[config.mk]
export PLATFORM = sky130hd
export DESIGN_NAME = pcap_replay_sched
export DESIGN_NICKNAME = d
export VERILOG_FILES = /design/src/rtl/pcap_replay_sched.sv
export SDC_FILE = /design/constraint.sdc
export NUM_CORES = 1
export LEC_CHECK = 0
export BUFFER_PORTS_ARGS = -buffer_cell sky130_fd_sc_hd__buf_4
export CAP_MARGIN = 20
export CORE_AREA = 3 3 383 385
export CTS_BUF_LIST = sky130_fd_sc_hd__clkbuf_4
export CTS_CLUSTER_SIZE = 30
export DETAILED_ROUTE_END_ITERATION = 12
export DIE_AREA = 0 0 386 388
export PLACE_DENSITY = 0.3
export SLEW_MARGIN = 10
export SYNTH_ARGS = -nofsm -noshare
export SYNTH_HDL_FRONTEND = slang
export SYNTH_SLANG_ARGS = --single-unit
[constraint.sdc]
create_clock -name axis_aclk -period 4.15 [get_ports axis_aclk]
set_clock_uncertainty 0.05 [all_clocks]
set_input_delay 0.83 -clock axis_aclk [delete_from_list [all_inputs] [get_ports axis_aclk]]
set_output_delay 0.83 -clock axis_aclk [all_outputs]
set_load 0.005 [all_outputs]
[src/rtl/pcap_replay_sched.sv]
// Per-queue replay sequencer: gates the FIFO->TX AXI-S stream on packet boundaries, counts packets/passes
// and requests memory rewinds between passes. Define REPLAY_IPG_EN for the inter-packet gap (ipg_cycles).
module pcap_replay_sched #(
  parameter int unsigned C_AXIS_DATA_WIDTH  = 256,
  parameter int unsigned C_AXIS_TUSER_WIDTH = 128,
  parameter int unsigned CNT_WIDTH          = 32
) (
  input  logic                           axis_aclk,
  input  logic                           sw_rst,
  input  logic                           start,
  input  logic                           stop,
  input  logic [CNT_WIDTH-1:0]           replay_cnt,
  input  logic [CNT_WIDTH-1:0]           pkts_per_pass,
`ifdef REPLAY_IPG_EN
  input  logic [CNT_WIDTH-1:0]           ipg_cycles,
`endif
  input  logic [C_AXIS_DATA_WIDTH-1:0]   s_axis_tdata,
  input  logic [C_AXIS_DATA_WIDTH/8-1:0] s_axis_tkeep,
  input  logic [C_AXIS_TUSER_WIDTH-1:0]  s_axis_tuser,
  input  logic                           s_axis_tvalid,
  input  logic                           s_axis_tlast,
  output logic                           s_axis_tready,
  output logic [C_AXIS_DATA_WIDTH-1:0]   m_axis_tdata,
  output logic [C_AXIS_DATA_WIDTH/8-1:0] m_axis_tkeep,
  output logic [C_AXIS_TUSER_WIDTH-1:0]  m_axis_tuser,
  output logic                           m_axis_tvalid,
  output logic                           m_axis_tlast,
  input  logic                           m_axis_tready,
  output logic                           rewind_req,
  input  logic                           rewind_ack,
  output logic                           busy,
  output logic                           done,
  output logic [CNT_WIDTH-1:0]           pass_cnt,
  output logic [CNT_WIDTH-1:0]           pkt_cnt
);

  localparam logic [CNT_WIDTH-1:0] CntOne = CNT_WIDTH'(1);

  typedef enum logic [2:0] {StIdle, StRun, StRewind, StDone, StGap} state_e;

  state_e               state_q, state_d;
  logic                 in_pkt_q, in_pkt_d;
  logic                 stop_pend_q, stop_pend_d;
  logic                 rewind_req_q, rewind_req_d;
  logic [CNT_WIDTH-1:0] pass_cnt_q, pass_cnt_d;
  logic [CNT_WIDTH-1:0] pkt_cnt_q, pkt_cnt_d;
  logic [CNT_WIDTH-1:0] replay_cnt_q, replay_cnt_d;
  logic [CNT_WIDTH-1:0] pkts_per_pass_q, pkts_per_pass_d;
`ifdef REPLAY_IPG_EN
  logic [CNT_WIDTH-1:0] gap_cnt_q, gap_cnt_d;
  logic                 gap_rewind_q, gap_rewind_d;
`endif

  logic gate_open;
  logic beat_acc;

  assign gate_open     = (state_q == StRun);
  assign beat_acc      = gate_open & s_axis_tvalid & m_axis_tready;

  assign s_axis_tready = gate_open & m_axis_tready;
  assign m_axis_tvalid = gate_open & s_axis_tvalid;
  assign m_axis_tdata  = s_axis_tdata;
  assign m_axis_tkeep  = s_axis_tkeep;
  assign m_axis_tuser  = s_axis_tuser;
  assign m_axis_tlast  = s_axis_tlast;

  assign busy       = (state_q != StIdle);
  assign done       = (state_q == StDone);
  assign rewind_req = rewind_req_q;
  assign pass_cnt   = pass_cnt_q;
  assign pkt_cnt    = pkt_cnt_q;

  always_comb begin
    state_d         = state_q;
    in_pkt_d        = in_pkt_q;
    stop_pend_d     = stop_pend_q;
    pass_cnt_d      = pass_cnt_q;
    pkt_cnt_d       = pkt_cnt_q;
    replay_cnt_d    = replay_cnt_q;
    pkts_per_pass_d = pkts_per_pass_q;
`ifdef REPLAY_IPG_EN
    gap_cnt_d       = gap_cnt_q;
    gap_rewind_d    = gap_rewind_q;
`endif

    case (state_q)
      StIdle: begin
        if (start && !stop) begin
          if (replay_cnt == '0 || pkts_per_pass == '0) begin
            state_d = StDone;
          end else begin
            replay_cnt_d    = replay_cnt;
            pkts_per_pass_d = pkts_per_pass;
            pass_cnt_d      = '0;
            pkt_cnt_d       = '0;
            stop_pend_d     = 1'b0;
            state_d         = StRun;
          end
        end
      end

      StRun: begin
        if (stop) stop_pend_d = 1'b1;
        if (beat_acc) begin
          in_pkt_d = !s_axis_tlast;
          if (s_axis_tlast) begin
            if (stop_pend_q || stop) begin
              pkt_cnt_d = pkt_cnt_q + CntOne;
              state_d   = StDone;
            end else if (pkt_cnt_q + CntOne == pkts_per_pass_q) begin
              pkt_cnt_d  = '0;
              pass_cnt_d = pass_cnt_q + CntOne;
              state_d    = (pass_cnt_q + CntOne == replay_cnt_q) ? StDone : StRewind;
            end else begin
              pkt_cnt_d = pkt_cnt_q + CntOne;
            end
          end
        end else if ((stop || stop_pend_q) && !in_pkt_q) begin
          // Only stop between packets; mid-packet stops wait for tlast.
          state_d = StDone;
        end
      end

      StRewind: begin
        if (stop) stop_pend_d = 1'b1;
        if (rewind_ack) state_d = (stop_pend_q || stop) ? StDone : StRun;
      end

`ifdef REPLAY_IPG_EN
      StGap: begin
        if (stop) stop_pend_d = 1'b1;
        gap_cnt_d = gap_cnt_q - CntOne;
        if (gap_cnt_q == CntOne) begin
          if (stop_pend_q || stop) state_d = StDone;
          else                     state_d = gap_rewind_q ? StRewind : StRun;
        end
      end
`endif

      StDone:  state_d = StIdle;
      default: state_d = StIdle;
    endcase

`ifdef REPLAY_IPG_EN
    // Packet finished without ending the run: insert the gap before resuming or rewinding.
    if (state_q == StRun && beat_acc && s_axis_tlast && state_d != StDone &&
        ipg_cycles != '0) begin
      gap_cnt_d    = ipg_cycles;
      gap_rewind_d = (state_d == StRewind);
      state_d      = StGap;
    end
`endif
  end

  assign rewind_req_d = (state_d == StRewind);

  always_ff @(posedge axis_aclk) begin
    if (sw_rst) begin
      state_q         <= StIdle;
      in_pkt_q        <= 1'b0;
      stop_pend_q     <= 1'b0;
      rewind_req_q    <= 1'b0;
      pass_cnt_q      <= '0;
      pkt_cnt_q       <= '0;
      replay_cnt_q    <= '0;
      pkts_per_pass_q <= '0;
`ifdef REPLAY_IPG_EN
      gap_cnt_q       <= '0;
      gap_rewind_q    <= 1'b0;
`endif
    end else begin
      state_q         <= state_d;
      in_pkt_q        <= in_pkt_d;
      stop_pend_q     <= stop_pend_d;
      rewind_req_q    <= rewind_req_d;
      pass_cnt_q      <= pass_cnt_d;
      pkt_cnt_q       <= pkt_cnt_d;
      replay_cnt_q    <= replay_cnt_d;
      pkts_per_pass_q <= pkts_per_pass_d;
`ifdef REPLAY_IPG_EN
      gap_cnt_q       <= gap_cnt_d;
      gap_rewind_q    <= gap_rewind_d;
`endif
    end
  end

endmodule

**Yosys cells after proc, flatten, opt, wreduce, memory -nomap -nowiden**

Cells that the tools add are included.

- Add/sub/neg operators: 2
- Bitwise gates (word level): 4
- Multiplexer cells: 27
- Equality and inequality tests: 13
- Reductions and logical operators: 19

Operator list:

| cell | count |
|---|---|
| 32-bit two-way mux | 10 |
| 32-bit one-hot mux with 2 select lines | 2 |
| 32-bit by 1-bit adder with 32-bit output (second input constant) | 2 |
| 32-bit == test | 2 |
| 32-bit logical NOT | 2 |
| 3-bit two-way mux | 7 |
| 3-bit by 2-bit == test with 1-bit output (second input constant) | 3 |
| 3-bit one-hot mux with 3 select lines | 1 |
| 2-bit inequality test (second input constant) | 4 |
| 7-bit AND reduction | 1 |
| 2-bit by 1-bit inequality test with 1-bit output (second input constant) | 3 |
| 5-bit AND reduction | 1 |
| 1-bit two-way mux | 4 |
| 2-bit two-way mux | 2 |
| 4-bit AND reduction | 1 |
| 2-bit nonzero test | 2 |
| 1-bit AND | 3 |
| 3-bit by 1-bit == test with 1-bit output (second input constant) | 1 |
| 1-bit logical NOT | 3 |
| 3-bit logical NOT | 1 |
| 3-bit AND reduction | 1 |
| 3-bit nonzero test | 1 |
| 1-bit logical AND | 2 |
| 1-bit logical OR | 2 |
| other kinds (4) | 4 |

- Bits of input ports: 488
- Logic and storage cells: 73
- Bits in registers: 134
- Output and inout port bits: 486

**Longest topological paths before layout**

Gate-level depths: netlist (run 1).

- Word-level depth: 9
- Mapped depth: 13
- Mapped depth without buffers: 10

**Worst setup path before layout (run 1)**

No wires, ideal clock.

- Kind: register to register
- Start: reg pkt_cnt_q[0] (netlist: pkt_cnt[0])
- End: reg pkt_cnt_q[22] (netlist: pkt_cnt[22])
- Clock period less this slack: 3.420 ns
- Arrival: 3.253 ns
- Path slack: 0.730 ns
- Buffers on the path: 4
- Stages on the path, launching flop included: 14
- Data required time: 3.983 ns
- Cell sequence: dfxtp_1 clkbuf_1 nand2_1 or4_1 buf_2 nor4_1 o22ai_1 or4_4 nor3_4 a21oi_1 o21ai_1 buf_2 buf_2 nor2_1

- Word-level cells in the longest chain between the ends: 7

RTL lines:

| what | line | RTL |
|---|---|---|
| from (decl) | 46 | `logic [CNT_WIDTH-1:0] pkt_cnt_q, pkt_cnt_d;` |
| from (signal assigned) | 177 | `pkt_cnt_q <= pkt_cnt_d;` |
| 32-bit by 1-bit adder with 32-bit output (*) | 108, 110, 115 |  |
| 32-bit == test | 110 | `end else if (pkt_cnt_q + CntOne == pkts_per_pass_q) begin` |
| 32-bit two-way mux | 110 |  |
| 32-bit two-way mux (*) | 107 | `if (stop_pend_q \|\| stop) begin` |
| 32-bit two-way mux (*) | 106 | `if (s_axis_tlast) begin` |
| 32-bit two-way mux (*) | 104 | `if (beat_acc) begin` |
| 32-bit one-hot mux with 2 select lines (*) | 86 | `case (state_q)` |

Mark *: on every way between the ends. The rest lies on a longest branch, timed or not. The select of a mux whose other input is x is not followed.
A chain may end at the register's enable or synchronous reset.

**Final worst setup path (run 1)**

- Start: reg pkt_cnt_q[0] (netlist: pkt_cnt[0])
- End: reg pass_cnt_q[30] (netlist: pass_cnt[30])

- Word-level cells in the longest chain between the ends: 4

RTL lines:

| what | line | RTL |
|---|---|---|
| 32-bit by 1-bit adder with 32-bit output | 110 |  |
| 32-bit == test | 110 |  |
| 2-bit by 1-bit inequality test with 1-bit output (no line) | n/a |  |
| 7-bit AND reduction (no line) | n/a |  |
| to (signal assigned) | 176 | `pass_cnt_q <= pass_cnt_d;` |
| to (decl) | 45 | `logic [CNT_WIDTH-1:0] pass_cnt_q, pass_cnt_d;` |

Every way passes these cells.

==> results of run 1 <==
[logic make-up after synthesis]
family,count (synthesis)
AO/OA/AOI/OAI,139
XOR/XNOR,120
adder cells (fa/ha/maj),2
buffers and inverters,490
flip-flops,134
multiplexers,66
other,1
AND/OR/NAND/NOR,451
[area by class of cell]
type,instances,share of cell area
Sequential cell,134,0.219
Clock inverter,15,0.0164
Clock buffer,17,0.0104
Tap cell,1903,0.195
Timing Repair Buffer,233,0.147
Inverter,11,0.00337
Multi-Input combinational cell,779,0.409
[final timing paths]
kind                           end  slack (ns)  cells past startpoint
hold / removal    replay_cnt_q[20]        0.33                      3
setup reg to reg      pass_cnt[30]        0.30                     10
hold reg to reg         pkt_cnt[1]        0.48                      2
setup / recovery      pass_cnt[30]        0.30                     10
[layer usage]
layer  global-route usage  vias up
met5              0.00780        -
li1                     -     3937
met1               0.0925     4097
met4               0.0492        2
met3               0.0612      192
met2                0.127      577
[critical path, stage by stage, from the launching register on]
cell and delay [ns]:
dfxtp_1 0.45, nand2_1 0.16, or4_1 0.69, nor4_1 0.44, o22ai_1 0.13, or4_4 0.58, nor3_4 0.34, a21oi_1 0.20
o21a_1 0.21, buf_4 0.18, a211o_1 0.29
[stage by stage]
stage | hold WS, ns | instances
final | 0.326 | 3092
after global placement | 0.450 | 3058
after CTS | 0.198 | 3090
after floorplan | 0.426 | 1403
after detailed placement | 0.451 | 3058
after global routing | 0.211 | 3092
[timing repair]
item,4_1_cts,5_1_grt
resized for setup,1,3
buffers inserted,0,1
pin swaps,0,2
setup endpoints to repair,5,17
endpoints found under the hold margin,0,0
[sequential cells by signal, summed over array words and instances (netlist names)]
name	flops
in_pkt_q	1
pass_cnt	32
pkt_cnt	32
pkts_per_pass_q	32
replay_cnt_q	32
rewind_req	1
state_q	3
stop_pend_q	1
[where the power goes]
part / total, uW / internal (uW) / switching, uW
combinational: 334 / 143 / 191
sequential: 1340 / 1310 / 25.9
clock: 1100 / 481 / 621
total: 2770 / 1930 / 838
[cells in the final DEF, fill, tap and decap left out, types with 8 or more instances in the layout]
| master | instances |
|---|---|
| inv_1 | 11 |
| o31ai_1 | 10 |
| mux2i_1 | 66 |
| clkbuf_4 | 18 |
| or3_1 | 22 |
| dfxtp_1 | 134 |
| nand2_1 | 72 |
| a21oi_1 | 23 |
| or2_2 | 8 |
| o21ai_0 | 21 |
| xor2_1 | 45 |
| nand4_1 | 42 |
| a31oi_1 | 13 |
| nor3_1 | 29 |
| and3_1 | 10 |
| nor4_1 | 39 |
| nand3_1 | 37 |
| buf_4 | 228 |
| xnor2_1 | 75 |
| o211ai_1 | 14 |
| nor2_1 | 150 |
==> impl_results.md, run 1 <==
- Clock Root Buffer: clkbuf_4
- # port buffers: 141
- # IOs: approximately 970
- Avg Inst Size Synth: 7.88 um2
- M1 WL: 24900 um
- Post-route minimum period: 3.85 ns
- Largest family of logic cells by synthesized area: buffers and inverters
- H-tree Lvls: 4
- Initial DRC count: around 400
- Rel. slew slack: 0.502
- CTS buffer count: 17
- Syn Nets: between 1500 and 2000
- Initial Utilization: 0.0771
- Mapped cell area: 11100 um2
- First-pass GRT wire length: roughly 90000 um
- Post-DR vias/cell: about 2.8
- Share of cells above drive strength 1: 0.243
- Final global-route overflow total: 0
- Power Density: 227 nW/um2
- Die Height: 388 um
- Pins Over Slew Limit: 0
- #FFs+latches synth: 134
- Top cells by area, synth: buf_4, dfxtp_1, mux2i_1
- Asr flop ratio synth: 0
- Layout area overhead: 10.6%
- Synth Area in Compound Gates: 0.0864
- Post-DRT Antenna Nets: 0
- Synthesis warning total: 0
- Vias in the first global route: 8759
- Footprint of the multi-input gates: about 5000 um2
- Startpoint Class: flip-flop
- Row cnt: 139
- Cells after synthesis: roughly 1400
- RSZ-0062 raised after global routing: no
- Setup_tns: 0 ns
- Largest net degree at the start of global routing: 42
- Reg-to-Reg Start: pkt_cnt[0]
- Hold Startpoint: replay_cnt[20]
- Placement Setup Slack: 0.0296 ns
- Leakage dissipation: ~0.0038 uW
- Worst-path clk slew: between 0.15 and 0.2 ns
- Metal3 WL: 10600 um
- Post-place instance area: around 12000 um2
- Seq. cell area: roughly 2700 um2
- Top cell type's share of synthesized area: 0.283
- Post-Synth XOR/XNOR Area: 0.0950
- Req. time, crit path: 4.68 ns
- CP Capture Type: flip-flop
- Clock sink count: between 100 and 150
- Proportion of synthesized area in mux cells: 0.0597
- Routability Congestion: around 0.76
- Routed len/inst: 22.0 um
- Top_reg_cell synth: dfxtp_1
- Die area: approximately 150000 um2
- Routed WL: between 60000 and 70000 um
- Most instantiated cells after synthesis: buf_4, nor2_1, dfxtp_1
- Via count: 8805
- Post-synthesis simple-gate area fraction: 0.204
- Final hold violation count: 0
- Antenna Diode Count: 0
- Met2 WL: 28400 um
- Largest fanout on the critical path: 8
- DP HPWL: slightly below 60000 um
- Hold WC Path Type: in -> reg
- Post-CTS Hold Fix Bufs: 0
- Highest metal used: met5
- CP startpoint: pkt_cnt[0]
- TritonCTS clock tree: done
- Final critical-path share of the clock period: 0.928
- Crit path kind: reg -> reg
- Tot Pwr: 2770 uW
- Clock Latency Late Sink: approximately 0.70 ns
- Post-synth EDFFs: 0
- Worst Tran Pin Value: ~0.74 ns
- DR DRC count: 0
- Final core occ: 0.0853
- CTS Buffer Depth: 2
- Drt first pass iters: 5
- Post-Synth Adder-Cell Area: 0.00226
- VDD IR max: around 0.11 mV
- Synth area leader: buf_4
- Sequential area share after synthesis: 0.243
- Die X: 386 um
- Peak Freq: between 200 and 300 MHz
- Count leader, synth: buf_4
- Max-Cap Viols: 0
- Design area: 12200 um2
- Initial antenna violation count: 1
- Final setup fails: 0
- PnR worst setup slack: 0.298 ns
- Filler instances: 16800
- Core ar.: 143000 um2
- Fin nets: 1666
- Worst Path Arrival: 4.39 ns
- GRT Util Overall: 0.0875
- Status: complete, no violations
- Synth cell types: between 60 and 70
(Power assumes the default switching activity.)
==> inputs of run 2 (changes only) <==
- CELL_PAD_IN_SITES_DETAIL_PLACEMENT: not set -> 1
- CELL_PAD_IN_SITES_GLOBAL_PLACEMENT: not set -> 1
- CORE_AREA: 3 3 383 385 -> 2 2 376 378
- DIE_AREA: 0 0 386 388 -> 0 0 378 380
- PLACE_DENSITY: 0.3 -> 0.32
==> run 2 against run 1 <==
Compared with the run above:
- via count rose by 0.15%
- utilization rose by 0.18 points
- critical path depth fell by 1
- worst hold slack improved by 0.024 ns
==> impl_results.md, run 2 (synthesized netlist as in run 1, its figures left out) <==
- Status: complete, no violations (unchanged)
- Crit path kind: reg -> reg (unchanged)
- CP cell instances: nand2_1, or4_1, nor4_1, o22ai_1, or4_4, nor3_4, nand2_1, or3_1, a31oi_1 (was nand2_1, or4_1, nor4_1, o22ai_1, or4_4, nor3_4, a21oi_1, o21a_1, buf_4, a211o_1)
- Rel. slew slack: 0.316 (was 0.502)
- Most common cell after layout, fill and taps aside: buf_4 (unchanged)
- TritonCTS clock tree: done (unchanged)
- Routability Congestion: 0.761 (was 0.755)
- Final setup fails: 0 (unchanged)
- Crit Reg-Reg Endpoint: pass_cnt[18] (was pass_cnt[30])
- Initial antenna violation count: 7 (was 1)
- RSZ-0062 raised after global routing: no (unchanged)
- Die X: 378 um (was 386 um)
- Core ar.: 139000 um2 (was 143000 um2)
- Setup_tns: 0 ns (unchanged)
- CTS buffer count: 17 (unchanged)
- CP dominant cell by count: nand2_1
- Filler instances: 16700 (was 16800)
- Startpoint Class: flip-flop (unchanged)
- Via count: 8818 (was 8805)
- Peak Freq: 257 MHz (was 260 MHz)
- DP HPWL: 52800 um (was 58100 um)
- Met1 Use GR: 0.0885 (was 0.0925)
- Hold endpoint: replay_cnt_q[24] (was replay_cnt_q[20])
- Vias in the first global route: 9073 (was 8759)
- Routed len/inst: 20.2 um (was 22.0 um)
- Routed WL: 61700 um (was 68100 um)
- Clock Root Buffer: clkbuf_4 (unchanged)
- Crit-path max cell delay: 0.68 ns (was 0.69 ns)
- Final hold violation count: 0 (unchanged)
- Hold path depth: 3 (unchanged)
- Worst Tran Pin Value: 1.03 ns (was 0.740 ns)
- DP Cell Count: 3027 (was 3058)
- Clock sink count: 134 (unchanged)
- Reg-to-Reg Start: pkt_cnt[1] (was pkt_cnt[0])
- Max-Cap Viols: 0 (unchanged)
- Hold Startpoint: replay_cnt[24] (was replay_cnt[20])
- H-tree Lvls: 4 (unchanged)
- Final critical-path share of the clock period: 0.939 (was 0.928)
- Fin nets: 1660 (was 1666)
- CTS Buffer Depth: 2 (unchanged)
- Pins Over Slew Limit: 0 (unchanged)
- Footprint of the multi-input gates: 4990 um2 (was 5000 um2)
- DR DRC count: 0 (unchanged)
- Finished Layout Cells: 3061 (was 3092)
- First-pass GRT wire length: 81900 um (was 87700 um)
- CP max-delay cell: or4_1 (unchanged)
- Post-CTS Repair Setup Buffers: 0 (unchanged)
- Register-to-Register Path Depth: 9 (was 10)
- Hold WC Path Type: in -> reg (unchanged)
- GRT Util Overall: 0.0829 (was 0.0875)
- M3 GR Usage: 0.0397 (was 0.0612)
- Die area: 144000 um2 (was 150000 um2)
- Worst Path Arrival: 4.44 ns (was 4.39 ns)
- # port buffers: 141 (unchanged)
- Drt first pass iters: 5 (unchanged)
- Die Height: 380 um (was 388 um)
- Worst R2R Setup Slack: 0.26 ns (was 0.30 ns)
- Seq. cell area: 2680 um2 (unchanged)
- CP Capture Type: flip-flop (unchanged)
- VDD IR max: 0.163 mV (was 0.112 mV)
- Highest-count cells in the layout ignoring fill and taps: buf_4, nor2_1, dfxtp_1, xnor2_1, nand2_1 (unchanged)
- Share of cells above drive strength 1: 0.239 (was 0.243)
- Met2 global-route usage: 0.138 (was 0.127)
- CP startpoint: pkt_cnt[1] (was pkt_cnt[0])
- Clock Latency Late Sink: 0.70 ns (about the same)
- Worst-path clk slew: 0.14 ns (was 0.16 ns)
- Largest fanout on the critical path: 10 (was 8)
- Post-DRT Antenna Nets: 0 (unchanged)
- # IOs: 974 (unchanged)
- Post-CTS Hold Fix Bufs: 0 (unchanged)
- Row cnt: 137 (was 139)
- GRT busiest layer: met2 (unchanged)
- Initial DRC count: 384 (was 404)
- Leakage dissipation: 0.00380 uW (was 0.00384 uW)
- Post-DR vias/cell: 2.88 (was 2.85)
- Layout area overhead: 9.62% (was 10.6%)
- PostCTS Resize Cnt: 0 (was 1)
- Final global-route overflow total: 0 (unchanged)
- Post-route minimum period: 3.89 ns (was 3.85 ns)
- Power Density: 231 nW/um2 (was 227 nW/um2)
- Req. time, crit path: 4.70 ns (was 4.68 ns)
- Initial Utilization: 0.0795 (was 0.0771)
- Largest net degree at the start of global routing: 54 (was 42)
-- run 2: cell count changes in the layout (fill, tap and decap cells not counted), moves of 2 or more --
cell	previous run	this run
diode_2	0	5
clkinv_1	2	0
buf_12	4	2
clkinv_2	1	3
inv_6	4	0
buf_4	228	225
-- run 2: power by group --
part	internal, uW	total (uW)	switching (uW)
Sequential	1310	1330	24.6
Combinational	139	330	192
Clock	539	1130	594
Total	1990	2800	810
-- run 2: metal layers --
metal  vias to the layer above  wire length [um]  share of wire
li1                       3931                 -              -
met1                      4264             22600           0.37
met2                       443             29300           0.48
met3                       178              7020           0.11
met4                         2              2750          0.045
met5                         -                13        0.00021
-- run 2: how the worst max path moves through the flow --
stage	slack, ns	endpoint
6_report	0.26	pass_cnt[18]
5_1_grt	0.05	pass_cnt[12]
4_1_cts	0.13	pass_cnt[16]
3_5_place_dp	0.16	pass_cnt[17]
3_3_place_gp	0.21	pass_cnt[17]
2_1_floorplan	0.73	pkt_cnt[22]
-- run 2: cell type report --
class,count,share of cell area
clock inverters,10,0.0150
repair buffers,227,0.143
flip-flops and latches,134,0.221
well taps,1876,0.194
diodes,5,0.00103
inverters,11,0.00341
clock buffers,19,0.0118
multi-input cells,779,0.411
-- run 2: through the flow --
stage          setup WS, ns  power [uW]  instance area (um2)  hold slack [ns]    util
4_1_cts               0.130        2890                12100            0.254  0.0869
3_5_place_dp          0.159        1710                11800            0.458  0.0846
2_1_floorplan         0.730        1840                11100            0.426       -
6_report              0.255        2800                12100            0.350  0.0871
5_1_grt              0.0503        2950                12100            0.269  0.0871
3_3_place_gp          0.211        1710                11800            0.456  0.0846
-- run 2: critical path: cells and delay by family, from the launching register on --
kind               cells  cell delay, ns
DFF                    1            0.49
AOI/OAI and AO/OA      2            0.34
and+or+nand+nor        7            2.93
==> inputs of run 3 (changes only) <==
- PLACE_DENSITY: 0.32 -> 0.33
- SKIP_LAST_GASP: not set -> 1
==> run 3 against run 2 <==
Compared with the run above:
- final area is 0.15% higher
- sequential share of layout area is essentially flat
- first-iteration DRC count shrank 0.78%
- global-route usage grew 0.30 points
- largest cell class unchanged
==> impl_results.md, run 3 (synthesized netlist as in run 1, its figures left out) <==
- CP top delay family: simple AND/OR/NAND/NOR gates (unchanged)
- Hold path depth: 3 (unchanged)
- Register-to-Register Path Depth: 10 (was 9)
- Via count: 8823 (was 8818)
- Row cnt: 137 (unchanged)
- Vias in the first global route: 9390 (was 9073)
- Final critical-path share of the clock period: 0.914 (was 0.939)
- Initial Utilization: 0.0795 (unchanged)
- Crit path kind: reg -> reg (unchanged)
- Startpoint Class: flip-flop (unchanged)
- Most common cell after layout, fill and taps aside: buf_4 (unchanged)
- Drt first pass iters: 4 (was 5)
- CP Capture Type: flip-flop (unchanged)
- Design area: 12100 um2 (about the same)
- Status: complete, no violations (unchanged)
- Buf/Inv on CP: 1 (was 0)
- Die area: 144000 um2 (unchanged)
- Die Height: 380 um (unchanged)
- Initial antenna violation count: 2 (was 7)
- Post-route minimum period: 3.79 ns (was 3.89 ns)
- Final hold violation count: 0 (unchanged)
- CP max-delay cell: or4_4 (was or4_1)
- Largest fanout on the critical path: 12 (was 10)
- Final global-route overflow total: 0 (unchanged)
- DP HPWL: 54100 um (was 52800 um)
- # IOs: 974 (unchanged)
- Post-DR vias/cell: 2.89 (was 2.88)
- CP cell instances: nand2_1, or4_4, nor4_2, o22ai_1, or4_4, nor4_2, nand4_1, buf_12, nand2b_2, o31ai_1 (was nand2_1, or4_1, nor4_1, o22ai_1, or4_4, nor3_4, nand2_1, or3_1, a31oi_1)
- Final core occ: 0.0872 (was 0.0871)
- Leakage dissipation: 0.00378 uW (was 0.00380 uW)
- Clock sink count: 134 (unchanged)
- RSZ-0062 raised after global routing: no (unchanged)
- Worst Tran Pin Value: 0.729 ns (was 1.03 ns)
- Setup_tns: 0 ns (unchanged)
- VDD IR max: 0.188 mV (was 0.163 mV)
- CTS buffer count: 17 (unchanged)
- DR DRC count: 0 (unchanged)
- Routed len/inst: 20.6 um (was 20.2 um)
- Worst Path Arrival: 4.43 ns (was 4.44 ns)
- Clock Latency Late Sink: 0.80 ns (was 0.70 ns)
- Hold WC Path Type: in -> reg (unchanged)
- TritonCTS clock tree: done (unchanged)
- Initial DRC count: 381 (was 384)
- GRT Util Overall: 0.0860 (was 0.0829)
- Post-DRT Antenna Nets: 0 (unchanged)
- Share of cells above drive strength 1: 0.244 (was 0.239)
- Rel. slew slack: 0.514 (was 0.316)
- Clock Root Buffer: clkbuf_4 (unchanged)
- Routability Congestion: 0.769 (was 0.761)
- Worst-path clk slew: 0.19 ns (was 0.14 ns)
- First-pass GRT wire length: 84000 um (was 81900 um)
- Max-Cap Viols: 0 (unchanged)
- CTS Buffer Depth: 2 (unchanged)
- Filler instances: 16700 (about the same)
- Req. time, crit path: 4.78 ns (was 4.70 ns)
- Core ar.: 139000 um2 (unchanged)
- Largest net degree at the start of global routing: 47 (was 54)
- Post-place instance area: 11800 um2 (about the same)
- Fin nets: 1656 (was 1660)
- Highest-count cells in the layout ignoring fill and taps: buf_4, nor2_1, dfxtp_1, xnor2_1, nand2_1 (unchanged)
- # port buffers: 141 (unchanged)
- Routed WL: 63100 um (was 61700 um)
- Post-CTS Hold Fix Bufs: 0 (unchanged)
- Layout area overhead: 9.79% (was 9.62%)
- Number of cells on the critical path: 10 (was 9)
- Peak Freq: 264 MHz (was 257 MHz)
- Pins Over Slew Limit: 0 (unchanged)
- Final setup fails: 0 (unchanged)
- Power Density: 225 nW/um2 (was 231 nW/um2)
- H-tree Lvls: 4 (unchanged)
- Crit-path max cell delay: 0.61 ns (was 0.68 ns)
- Die X: 378 um (unchanged)
-- run 3: cell count changes in the layout (fill, tap and decap cells not counted), moves of 2 or more --
cell / before / now
dfxtp_1: 134 / 132
clkinv_2: 3 / 1
diode_2: 5 / 2
inv_8: 0 / 2
nor4_1: 39 / 36
bufinv_16: 5 / 2
dfxtp_2: 0 / 2
inv_6: 0 / 4
buf_12: 2 / 6
buf_4: 225 / 217
nor4_2: 5 / 8
clkbuf_4: 19 / 17
clkinvlp_4: 1 / 4
-- run 3: metal layers --
metal | wire length, um | global-route usage | share of wire
met5 | 0 | 0 | 0
met3 | 6360 | 0.0377 | 0.10
met4 | 2860 | 0.0443 | 0.045
met1 | 22800 | 0.0879 | 0.36
met2 | 31100 | 0.148 | 0.49
-- run 3: final timing paths --
kind | slack (ns) | from | to
max | 0.36 | pkt_cnt[1] | pass_cnt[4]
min | 0.22 | pkts_per_pass[12] | pkts_per_pass_q[12]
max reg2reg | 0.36 | pkt_cnt[1] | pass_cnt[4]
min reg2reg | 0.48 | stop_pend_q | stop_pend_q
-- run 3: timing repair --
action	4_1_cts	5_1_grt
setup endpoints to repair	11	23
pin swaps	0	1
resized for setup	3	7
setup buffers	0	0
-- run 3: final cells by class --
class	count	area (um2)	area share
Inverter	11	41.3	0.00340
Multi-Input combinational cell	779	5020	0.413
Clock buffer	17	128	0.0105
Sequential cell	134	2690	0.221
Timing Repair Buffer	223	1750	0.144
Antenna cell	2	5.00	0.000412
Clock inverter	15	170	0.0140
Tap cell	1876	2350	0.193
-- run 3: per-stage QoR --
step / setup slack, ns / total power [uW] / hold WS (ns) / cells
floorplan: 0.730 / 1840 / 0.426 / 1403
global placement: -0.228 / 1710 / 0.454 / 3023
detailed placement: -0.178 / 1710 / 0.464 / 3023
CTS: 0.0244 / 2830 / 0.0817 / 3055
global route: 0.0228 / 2900 / 0.136 / 3057
finish: 0.356 / 2730 / 0.220 / 3057
-- run 3: where the power goes --
group | internal (uW) | leakage, uW | switching, uW
combinational | 144 | 0.00255 | 189
clock | 372 | 0.000149 | 688
sequential | 1310 | 0.00109 | 27.1
-- run 3: tightest hold or removal path: stages --
cell,delay [ns]
buf_4,0.09
mux2i_1,0.06
nor2_1,0.07
